--- src/rtl/evr_pkg.sv ---
// Shared constants and FSM state type for the EVR segmented-data-buffer receiver.
package evr_pkg;

  localparam int unsigned EVR_DATA_BYTES = 16;
  localparam int unsigned EVR_CNT_W      = 16;
  localparam logic [7:0]  EVR_K_START    = 8'h5C;  // K28.2
  localparam logic [7:0]  EVR_K_STOP     = 8'h3C;  // K28.1
  localparam logic [7:0]  EVR_K_COMMA    = 8'hBC;  // K28.5

  typedef enum logic [2:0] {
    IDLE,
    ADDR,
    DATA,
    STOP,
    CSUM_H,
    CSUM_L
  } segbuf_state_t;

  function automatic logic [15:0] evr_csum_expect(input logic [15:0] sum);
    return 16'hFFFF - sum;
  endfunction

endpackage

--- src/rtl/evr_slot_sync.sv ---
// Comma detection and DBUS/DATA slot phase tracking for the 16-bit rx word stream.
module evr_slot_sync
  import evr_pkg::*;
#(
  parameter logic [7:0] K_COMMA = EVR_K_COMMA
) (
  input  logic       clk,
  input  logic       reset,
  input  logic       rx_ready_i,
  input  logic [7:0] ev_byte_i,
  input  logic       ev_isk_i,
  output logic       synced_o,
  output logic       dbus_slot_o,
  output logic       realign_o
);

  logic synced_q, synced_d;
  logic expect_dbus_q, expect_dbus_d;
  logic comma;

  // The comma word itself is usable, so synced_o covers the very first comma.
  always_comb begin
    comma         = ev_isk_i && (ev_byte_i == K_COMMA);
    synced_d      = rx_ready_i && (synced_q || comma);
    dbus_slot_o   = comma || expect_dbus_q;
    realign_o     = rx_ready_i && synced_q && comma && !expect_dbus_q;
    expect_dbus_d = synced_d ? !dbus_slot_o : 1'b0;
    synced_o      = synced_d;
  end

  always_ff @(posedge clk) begin
    if (reset) begin
      synced_q      <= 1'b0;
      expect_dbus_q <= 1'b0;
    end else begin
      synced_q      <= synced_d;
      expect_dbus_q <= expect_dbus_d;
    end
  end

endmodule

--- src/rtl/segbuf_frame_rx.sv ---
// EVR rx parser: splits distributed-bus bytes from segmented-buffer bytes and emits checked segments.
module segbuf_frame_rx
  import evr_pkg::*;
#(
  parameter int unsigned DATA_BYTES = EVR_DATA_BYTES,
  parameter logic [7:0]  K_START    = EVR_K_START,
  parameter logic [7:0]  K_STOP     = EVR_K_STOP,
  parameter logic [7:0]  K_COMMA    = EVR_K_COMMA,
  parameter int unsigned CNT_W      = EVR_CNT_W
) (
  input  logic                    clk,
  input  logic                    reset,
  input  logic                    rx_ready,
  input  logic [15:0]             rx_data,
  input  logic [1:0]              rx_charisk,
  input  logic                    rx_err,
  output logic [7:0]              dbus,
  output logic                    dbus_valid,
  output logic                    seg_valid,
  output logic [7:0]              seg_addr,
  output logic [8*DATA_BYTES-1:0] seg_data,
  output logic [CNT_W-1:0]        frames_ok,
  output logic [CNT_W-1:0]        frames_err,
  output logic                    busy
);

  localparam int unsigned        IDX_W    = (DATA_BYTES > 1) ? $clog2(DATA_BYTES) : 1;
  localparam logic [IDX_W-1:0]   IDX_LAST = IDX_W'(DATA_BYTES - 1);

  segbuf_state_t state_q, state_d;

  logic [7:0]                    addr_q, addr_d;
  logic [15:0]                   sum_q, sum_d;
  logic [IDX_W-1:0]              idx_q, idx_d;
  logic [7:0]                    csh_q, csh_d;
  logic [DATA_BYTES-1:0][7:0]    stage_q, stage_d;
  logic [7:0]                    dbus_q, dbus_d;
  logic                          dbus_valid_q, dbus_valid_d;
  logic                          seg_valid_q, seg_valid_d;
  logic [7:0]                    seg_addr_q, seg_addr_d;
  logic [8*DATA_BYTES-1:0]       seg_data_q, seg_data_d;
  logic [CNT_W-1:0]              frames_ok_q, frames_ok_d;
  logic [CNT_W-1:0]              frames_err_q, frames_err_d;

  logic       synced, dbus_slot, realign;
  logic       ok_inc, err_inc, in_frame;
  logic [7:0] b;
  logic       k;

  evr_slot_sync #(
    .K_COMMA (K_COMMA)
  ) u_slot_sync (
    .clk         (clk),
    .reset       (reset),
    .rx_ready_i  (rx_ready),
    .ev_byte_i   (rx_data[15:8]),
    .ev_isk_i    (rx_charisk[1]),
    .synced_o    (synced),
    .dbus_slot_o (dbus_slot),
    .realign_o   (realign)
  );

  always_comb begin
    b            = rx_data[7:0];
    k            = rx_charisk[0];
    in_frame     = (state_q != IDLE);
    state_d      = state_q;
    addr_d       = addr_q;
    sum_d        = sum_q;
    idx_d        = idx_q;
    csh_d        = csh_q;
    stage_d      = stage_q;
    dbus_d       = dbus_q;
    dbus_valid_d = 1'b0;
    seg_valid_d  = 1'b0;
    seg_addr_d   = seg_addr_q;
    seg_data_d   = seg_data_q;
    ok_inc       = 1'b0;
    err_inc      = 1'b0;

    if (synced && dbus_slot && !k) begin
      dbus_d       = b;
      dbus_valid_d = 1'b1;
    end

    // Link loss, line errors and phase slips all abort before any slot decoding.
    if (!synced) begin
      err_inc = in_frame;
      state_d = IDLE;
    end else if (in_frame && (rx_err || realign)) begin
      err_inc = 1'b1;
      state_d = IDLE;
    end else if (!dbus_slot) begin
      case (state_q)
        IDLE: begin
          if (k && b == K_START) state_d = ADDR;
        end
        ADDR: begin
          if (!k) begin
            addr_d  = b;
            sum_d   = {8'h00, b};
            idx_d   = '0;
            state_d = DATA;
          end else begin
            err_inc = 1'b1;
            state_d = IDLE;
          end
        end
        DATA: begin
          if (!k) begin
            stage_d[idx_q] = b;
            sum_d          = sum_q + {8'h00, b};
            idx_d          = idx_q + 1'b1;
            if (idx_q == IDX_LAST) state_d = STOP;
          end else begin
            err_inc = 1'b1;
            state_d = (b == K_START) ? ADDR : IDLE;
          end
        end
        STOP: begin
          if (k && b == K_STOP) begin
            state_d = CSUM_H;
          end else begin
            err_inc = 1'b1;
            state_d = IDLE;
          end
        end
        CSUM_H: begin
          if (!k) begin
            csh_d   = b;
            state_d = CSUM_L;
          end else begin
            err_inc = 1'b1;
            state_d = IDLE;
          end
        end
        CSUM_L: begin
          state_d = IDLE;
          if (!k && ({csh_q, b} == evr_csum_expect(sum_q))) begin
            ok_inc      = 1'b1;
            seg_valid_d = 1'b1;
            seg_addr_d  = addr_q;
            seg_data_d  = stage_q;
          end else begin
            err_inc = 1'b1;
          end
        end
        default: state_d = IDLE;
      endcase
    end

    frames_ok_d  = (ok_inc && frames_ok_q != '1) ? frames_ok_q + CNT_W'(1) : frames_ok_q;
    frames_err_d = (err_inc && frames_err_q != '1) ? frames_err_q + CNT_W'(1) : frames_err_q;
  end

  always_ff @(posedge clk) begin
    if (reset) begin
      state_q      <= IDLE;
      addr_q       <= '0;
      sum_q        <= '0;
      idx_q        <= '0;
      csh_q        <= '0;
      stage_q      <= '0;
      dbus_q       <= '0;
      dbus_valid_q <= 1'b0;
      seg_valid_q  <= 1'b0;
      seg_addr_q   <= '0;
      seg_data_q   <= '0;
      frames_ok_q  <= '0;
      frames_err_q <= '0;
    end else begin
      state_q      <= state_d;
      addr_q       <= addr_d;
      sum_q        <= sum_d;
      idx_q        <= idx_d;
      csh_q        <= csh_d;
      stage_q      <= stage_d;
      dbus_q       <= dbus_d;
      dbus_valid_q <= dbus_valid_d;
      seg_valid_q  <= seg_valid_d;
      seg_addr_q   <= seg_addr_d;
      seg_data_q   <= seg_data_d;
      frames_ok_q  <= frames_ok_d;
      frames_err_q <= frames_err_d;
    end
  end

  assign dbus       = dbus_q;
  assign dbus_valid = dbus_valid_q;
  assign seg_valid  = seg_valid_q;
  assign seg_addr   = seg_addr_q;
  assign seg_data   = seg_data_q;
  assign frames_ok  = frames_ok_q;
  assign frames_err = frames_err_q;
  assign busy       = in_frame;

endmodule

--- config.mk ---
export PLATFORM = sky130hd
export DESIGN_NAME = segbuf_frame_rx
export DESIGN_NICKNAME = d
export VERILOG_FILES = /design/src/rtl/evr_pkg.sv /design/src/rtl/evr_slot_sync.sv /design/src/rtl/segbuf_frame_rx.sv
export SDC_FILE = /design/constraint.sdc
export NUM_CORES = 1
export LEC_CHECK = 0
export CORE_ASPECT_RATIO = 0.6
export CORE_UTILIZATION = 25
export CTS_BUF_LIST = sky130_fd_sc_hd__clkbuf_4 sky130_fd_sc_hd__clkbuf_8
export DETAILED_ROUTE_END_ITERATION = 8
export HOLD_SLACK_MARGIN = 0.06
export PLACE_DENSITY = 0.5
export SLEW_MARGIN = 30
export SYNTH_ARGS = -nofsm -noshare
export SYNTH_HDL_FRONTEND = slang
export SYNTH_HIERARCHICAL = 1
export SYNTH_SLANG_ARGS = --single-unit
--- constraint.sdc ---
create_clock -name clk -period 3.5 [get_ports clk]
set_input_delay 0.35 -clock clk [delete_from_list [all_inputs] [get_ports clk]]
set_output_delay 0.35 -clock clk [all_outputs]
set_load 0.02 [all_outputs]
==> metrics.md, run 1 <==
| Metric | Value |
|---|---|
| Outcome | `completed` |
| Post-DP Area | `16500 sq um` |
| Die ar. | `55800 sq um` |
| Async S/R FF share, synth | `0` |
| DRT iter0 DRCs | `between 600 and 700` |
| Final wirelength | `around 44000 um` |
| Setup Buffers After CTS | `0` |
| Post-synth top flop | `dfxtp_1` |
| Routability cong. | `approximately 0.86` |
| Crit-path max FO | `4` |
| DP HPWL | `28600 um` |
| EDFF count, synth | `0` |
| Worst reg2reg endpoint | `sum_q[9]` |
| GRT Overall Usage | `0.153` |
| Starting Density | `0.253` |
| Routed via count | `around 12k` |
| Reg power frac | `0.478` |
| Number of remaining DRC errors | `0` |
| Worst clock skew | `around 0.020 ns` |
| Final Hold Viols | `0` |
| Max cap viols | `0` |
| H-Tree Depth | `2` |
| Root Driver | `clkbuf_8` |
| CP required | `just over 4 ns` |
| TritonCTS Buffers | `between 50 and 60` |
| Peak supply drop | `roughly 0.26 mV` |
| Tmin final | `2.86 ns` |
| Synth area leader | `dfxtp_1` |
| Insertion delay to the later sink of the worst-skew pair | `between 0.6 and 0.7 ns` |
| Reg-to-reg startpoint | `sum_q[1]` |
| Final setup viols | `0` |
| Synth Instances | `around 1.7k` |
| Clk pwr share | `0.498` |
| Synth unique cells | `between 70 and 80` |
| Yosys top cell area share | `0.507` |
| Syn_area_per_cell | `between 8 and 9 sq um` |
| Initial antenna violation count | `1` |
| P per Cell Area | `about 460 nW/um^2` |
| Clock slew at reported path FFs | `around 0.060 ns` |
| Syn_nets | `about 1.7k` |
| I/O Buffers | `200` |
| Setup crit end kind | `flip-flop` |
| Worst-path cell chain | `ha_1 -> a211o_1 -> a2111oi_0 -> o31ai_1 -> nand2_1 -> mux2_2 -> nor2_1` |
| R2R setup slack | `around 0.64 ns` |
| Crit Path Class | `flip-flop to flip-flop` |
| ANT cells | `0` |
| Routed len/inst | `16.5 um` |
| DRT Pass-1 Iters | `5` |
| Comb pwr share | `0.024` |
| Cell-internal power | `about 6.4 mW` |
| First-pass GRT wire length | `approximately 67000 um` |
| Core Area | `approximately 54000 sq um` |
| Unrepaired setup endpoints after global routing | `no` |
| Total Power | `8.26 mW` |
| Synth warnings | `6` |
| Largest net degree at the start of global routing | `128` |
| Slew HR | `0.406` |
| PostCTS Resize Cnt | `0` |
| Top cells by area, synth | `dfxtp_1 (51%), nand2_1 (16%), a21oi_1 (11%)` |
| Slowest-stage cell, CP | `a2111oi_0` |
| Clock sink count | `between 300 and 400` |
| Reg2Reg Depth | `7` |
| Leak Pwr | `between 5 and 6 nW` |
| Switching share of total power | `0.226` |
| Final Max Tran Viols | `0` |
| Net Switching | `about 1.9 mW` |
| Vias in the first global route | `roughly 12k` |
| Design Area, Final | `17800 sq um` |
| HP Class | `input pin to flip-flop` |
| Proportion of layout cells with a drive suffix above 1 | `0.0971` |
| Arrival time of the worst setup path | `about 3.4 ns` |
| Die Ht | `roughly 180 um` |
| Final net count | `1939` |
| Hold_ws | `approximately 0.15 ns` |
| Routed Antenna Nets | `0` |
| Mapped Area | `approximately 14000 sq um` |
| Post-route setup TNS | `0 ns` |
| FP Rows | `66` |
| #FFs+latches synth | `347` |
| CP startpoint | `sum_q[1]` |
| CP max stage delay | `approximately 0.77 ns` |
| Top-Level Pins | `around 200` |
| DR vias/cell | `around 4.6` |
| # fillers | `5715` |
| Global route overflow | `0` |
| Critical Path End | `sum_q[9]` |
| TritonCTS clock tree | `built` |
| Final period util | `0.817` |
| Fmax | `roughly 350 MHz` |
| Sequential area share after synthesis | `0.507` |
| Worst slew pin tran | `between 0.8 and 0.9 ns` |
| Area Growth Syn to Fin | `30.0%` |
| CTS Buffer Depth | `3` |
| Die width | `about 300 um` |
| Crit path launch type | `flip-flop` |
| Hold Buf Count CTS | `0` |
## kinds of logic (layout without fill, tap and decap cells)
logic type,Yosys count,count (layout),synth area share
adders and majority gates,15,15,0.0142
and+or+nand+nor,808,808,0.258
buffers and inverters,126,361,0.0391
xor gates and xnor gates,29,29,0.0185
AOI/OAI and AO/OA,365,365,0.147
muxes,22,22,0.0165
DFF,347,347,0.507
## synth_stat cells, drive strengths merged (5+ instances only)
| library cell | n |
|---|---|
| nor2b | 8 |
| a311oi | 5 |
| xnor2 | 24 |
| o21ai | 13 |
| or3 | 8 |
| xor2 | 5 |
| buf | 29 |
| a21o | 5 |
| inv | 17 |
| nand2b | 7 |
| nand2 | 598 |
| and2 | 5 |
| nor4 | 16 |
| clkbuf | 80 |
| ha | 14 |
| nor3 | 19 |
| and3 | 7 |
| nor2 | 79 |
| o21a | 6 |
| mux2 | 5 |
| a21oi | 298 |
| nand4 | 11 |
| nand3 | 21 |
| dfxtp | 347 |
| mux2i | 17 |
## routing by layer
layer	wire length, um	GRT usage	vias up
li1	-	-	6100
met3	2550	0.0335	65
met1	22200	0.221	5789
met2	18300	0.230	308
met5	0	0	-
met4	775	0.0364	0
## how the worst min path moves through the flow
stage / cells past startpoint / endpoint / from
floorplan: 1 / u_slot_sync/expect_dbus_q / u_slot_sync/expect_dbus_q
global placement: 1 / u_slot_sync/expect_dbus_q / u_slot_sync/expect_dbus_q
detailed placement: 1 / u_slot_sync/expect_dbus_q / u_slot_sync/expect_dbus_q
CTS: 3 / stage_q[60] / rx_data[4]
global route: 3 / stage_q[60] / rx_data[4]
finish: 3 / stage_q[76] / rx_data[4]
## cells in the final DEF (no fill, tap or decap), drive strengths merged, types with 13 or more instances in the layout
cell type and instances:
a21oi 298, buf 48, clkbuf 90, clkdlybuf4s50 192, dfxtp 347, ha 14, inv 19, mux2i 17
nand2 598, nand3 21, nor2 79, nor3 19, nor4 16, o21ai 13, xnor2 24
## worst max-delay path: cells and delay by family (launching register included)
kind	cells	cell delay [ns]
compound gates	3	1.43
flops	1	0.38
mux	1	0.36
simple gates	2	0.35
fa+ha+maj	1	0.28
## registers in the layout, summed over array words and instances (netlist names)
| register | count |
|---|---|
| u_slot_sync/synced_q | 1 |
| dbus | 8 |
| seg_addr | 8 |
| frames_ok | 16 |
| u_slot_sync/expect_dbus_q | 1 |
| stage_q | 128 |
| sum_q | 16 |
| frames_err | 16 |
| seg_data | 128 |
| addr_q | 8 |
| seg_valid | 1 |
| dbus_valid | 1 |
| state_q | 3 |
| csh_q | 8 |
| idx_q | 4 |
## power by group through the flow
| stage | clock (mW) | sequential [mW] | combinational, mW |
|---|---|---|---|
| 5_1_grt | 4.46 | 3.95 | 0.210 |
| 3_5_place_dp | 0 | 4.04 | 0.200 |
| 3_3_place_gp | 0 | 4.04 | 0.200 |
| 4_1_cts | 4.26 | 3.95 | 0.200 |
| 6_report | 4.12 | 3.95 | 0.196 |
| 2_1_floorplan | 0 | 4.04 | 0.0997 |
## through the flow
stage | utilization | cells | setup slack (ns)
global placement | 0.304 | 2557 | 0.239
floorplan | - | 1712 | 0.941
finish | 0.329 | 2661 | 0.642
CTS | 0.329 | 2661 | 0.685
detailed placement | 0.304 | 2557 | 0.170
global route | 0.329 | 2661 | 0.493
## cell type report
class / instances / area [sq um] / share of cell area
sequential: 347 / 6950 / 0.390
multi-input combinational: 1239 / 6240 / 0.350
timing repair buffer: 240 / 2330 / 0.131
clock buffer: 90 / 1160 / 0.0650
tap: 714 / 893 / 0.0501
clock inverter: 14 / 185 / 0.0104
inverter: 17 / 63.8 / 0.00358
Note: power is estimated with default switching activity, not from simulation.
==> run 2, diff against run 1 <==
--- a/config.mk
+++ b/config.mk
@@ -10,7 +10,7 @@
 export CTS_BUF_LIST = sky130_fd_sc_hd__clkbuf_4 sky130_fd_sc_hd__clkbuf_8
 export DETAILED_ROUTE_END_ITERATION = 8
 export HOLD_SLACK_MARGIN = 0.06
-export PLACE_DENSITY = 0.5
+export PLACE_DENSITY = 0.51
 export SLEW_MARGIN = 30
 export SYNTH_ARGS = -nofsm -noshare
 export SYNTH_HDL_FRONTEND = slang
==> constraint.sdc (replaced) <==
create_clock -name clk -period 2.6 [get_ports clk]
set_input_delay 0.26 -clock clk [delete_from_list [all_inputs] [get_ports clk]]
set_output_delay 0.26 -clock clk [all_outputs]
set_load 0.02 [all_outputs]
==> run 2 against run 1 <==
Total power rose by 28%. Critical path depth rose by 1. Non-clock buffer count rose by 69. Clock-buffer cell count fell by 8. Clock power rose by 20%. Final area rose by 2.7%. Sequential share of layout area fell by 1.0 points. Clock skew rose by 0.018 ns. Final cell count rose by 2.3%. Die area did not move. Critical path type unchanged. Critical endpoint is now frames_err[11].
==> metrics.md, run 2 (synthesis results as in run 1) <==
| Metric | Value |
|---|---|
| Outcome | `completed` |
| Clock sink count | `between 300 and 400` |
| Dpl cells | `between 2k and 3k` |
| Clk pwr share | `0.469` |
| Commonest non-fill, non-tap cell in the layout | `nand2_1` |
| I/O Buffers | `200` |
| Area Growth Syn to Fin | `33.5%` |
| Global route overflow | `0` |
| Proportion of layout cells with a drive suffix above 1 | `0.122` |
| Die ar. | `55800 sq um` |
| Final setup viols | `0` |
| Final Max Tran Viols | `0` |
| Sequential Area | `around 7000 sq um` |
| Worst slew pin tran | `approximately 0.91 ns` |
| DR vias/cell | `4.58` |
| TritonCTS clock tree | `built` |
| Setup Buffers After CTS | `0` |
| Leak Pwr | `~6.2 nW` |
| Crit-path max FO | `4` |
| P per Cell Area | `about 580 nW/um^2` |
| DP HPWL | `slightly below 30000 um` |
| Routed Antenna Nets | `0` |
| # fillers | `approximately 5.6k` |
| Die width | `304 um` |
| TritonCTS Buffers | `56` |
| Reg power frac | `0.504` |
| Top-Level Pins | `201` |
| Comb pwr share | `0.027` |
| Peak supply drop | `about 0.32 mV` |
| Insertion delay to the later sink of the worst-skew pair | `around 0.67 ns` |
| Crit Path Class | `flip-flop to flip-flop` |
| Post-route setup TNS | `0 ns` |
| FP Rows | `66` |
| Slew HR | `0.396` |
| Clock slew at reported path FFs | `roughly 0.070 ns` |
| Largest net degree at the start of global routing | `about 130` |
| Final period util | `0.940` |
| GRT Overall Usage | `0.156` |
| Root Driver | `clkbuf_8` |
| DRT Pass-1 Iters | `5` |
| Worst clock skew | `around 0.038 ns` |
| Initial antenna violation count | `0` |
| Vias in the first global route | `~12k` |
| ANT cells | `0` |
| Routed len/inst | `~16 um` |
| Reg-to-reg startpoint | `u_slot_sync/expect_dbus_q` |
| Die Ht | `about 180 um` |
| HP Class | `input pin to flip-flop` |
| Crit path launch type | `flip-flop` |
| Routability cong. | `roughly 0.82` |
| Number of remaining DRC errors | `0` |
| Final net count | `between 2k and 2.5k` |
| Fin cells | `approximately 2.7k` |
| Routed via count | `12.5k` |
| Switching share of total power | `0.236` |
| Final wirelength | `44300 um` |
| Total Power | `10.5 mW` |
| Max cap viols | `0` |
| Core Area | `roughly 54000 sq um` |
| Setup crit end kind | `flip-flop` |
| Hold_ws | `0.0464 ns` |
| CP startpoint | `u_slot_sync/expect_dbus_q` |
| Net Switching | `roughly 2.5 mW` |
| DRT iter0 DRCs | `776` |
| Commonest non-fill, non-tap cells in the layout | `nand2_1 (596), dfxtp_1 (347), a21oi_1 (298), clkdlybuf4s50_1 (196), buf_4 (93)` |
| Unrepaired setup endpoints after global routing | `no` |
| Multi-input combinational cell area | `around 6200 sq um` |
| First-pass GRT wire length | `~68000 um` |
| Fmax | `409 MHz` |
| Starting Density | `0.253` |
| Placement Setup Slack | `-0.472 ns` |
| Arrival time of the worst setup path | `2.96 ns` |
| Tmin final | `about 2.4 ns` |
| CTS Buffer Depth | `3` |
| Final Hold Viols | `0` |
| H-Tree Depth | `2` |
| Cell-internal power | `a little over 8 mW` |
| HP Start | `reset` |
| Worst setup margin | `0.155 ns` |
| CP required | `3.11 ns` |
## run 2: cell types whose count changed in the layout (fill, tap and decap cells not counted), sizes merged
cell and change:
clkdlybuf4s50 +4, clkinvlp +1, buf +65, clkbuf -8, clkinv +1, bufinv -3
## run 2: power by group through the flow
stage | clock, mW | sequential, mW | combinational [mW]
6_report | 4.94 | 5.32 | 0.282
4_1_cts | 5.14 | 5.32 | 0.288
5_1_grt | 5.43 | 5.31 | 0.300
2_1_floorplan | 0 | 5.43 | 0.134
3_3_place_gp | 0 | 5.43 | 0.283
3_5_place_dp | 0 | 5.43 | 0.286
## run 2: timing repair
item,in CTS,in global routing
hold buffers,0,0
setup endpoints to repair,0,49
resized for setup,0,2
## run 2: path summary, 6_finish.rpt
check	end	slack, ns	cells after the start
hold reg to reg	seg_data[122]	0.44	2
setup reg to reg	frames_err[11]	0.15	8
hold / removal	frames_err[3]	0.05	2
setup / recovery	frames_err[11]	0.15	8
## run 2: stage by stage
step | util | area [sq um]
2_1_floorplan | - | 13700
3_3_place_gp | 0.317 | 17200
3_5_place_dp | 0.317 | 17200
4_1_cts | 0.338 | 18300
5_1_grt | 0.338 | 18300
6_report | 0.338 | 18300
## run 2: worst max-delay path, stage by stage (launching register included)
cell and delay, ns:
dfxtp_1 0.32, or2_1 0.30, nor2b_1 0.27, nand2_1 0.09, o32a_1 0.37, buf_4 0.17
a2111oi_0 0.56, xnor2_1 0.18, nor2_1 0.06
## run 2: final cells by class
| class | count | area share |
|---|---|---|
| sequential | 347 | 0.380 |
| inverter | 17 | 0.00349 |
| clock buffer | 82 | 0.0569 |
| timing repair buffer | 309 | 0.164 |
| tap | 714 | 0.0488 |
| multi-input combinational | 1239 | 0.341 |
| clock inverter | 13 | 0.00588 |
## run 2: per-layer routing
metal	vias to the layer above	part of all wire	track usage
li1	6224	-	-
met1	5914	0.51	0.224
met2	278	0.43	0.235
met3	50	0.053	0.0340
met4	0	0.014	0.0358
met5	-	0	0
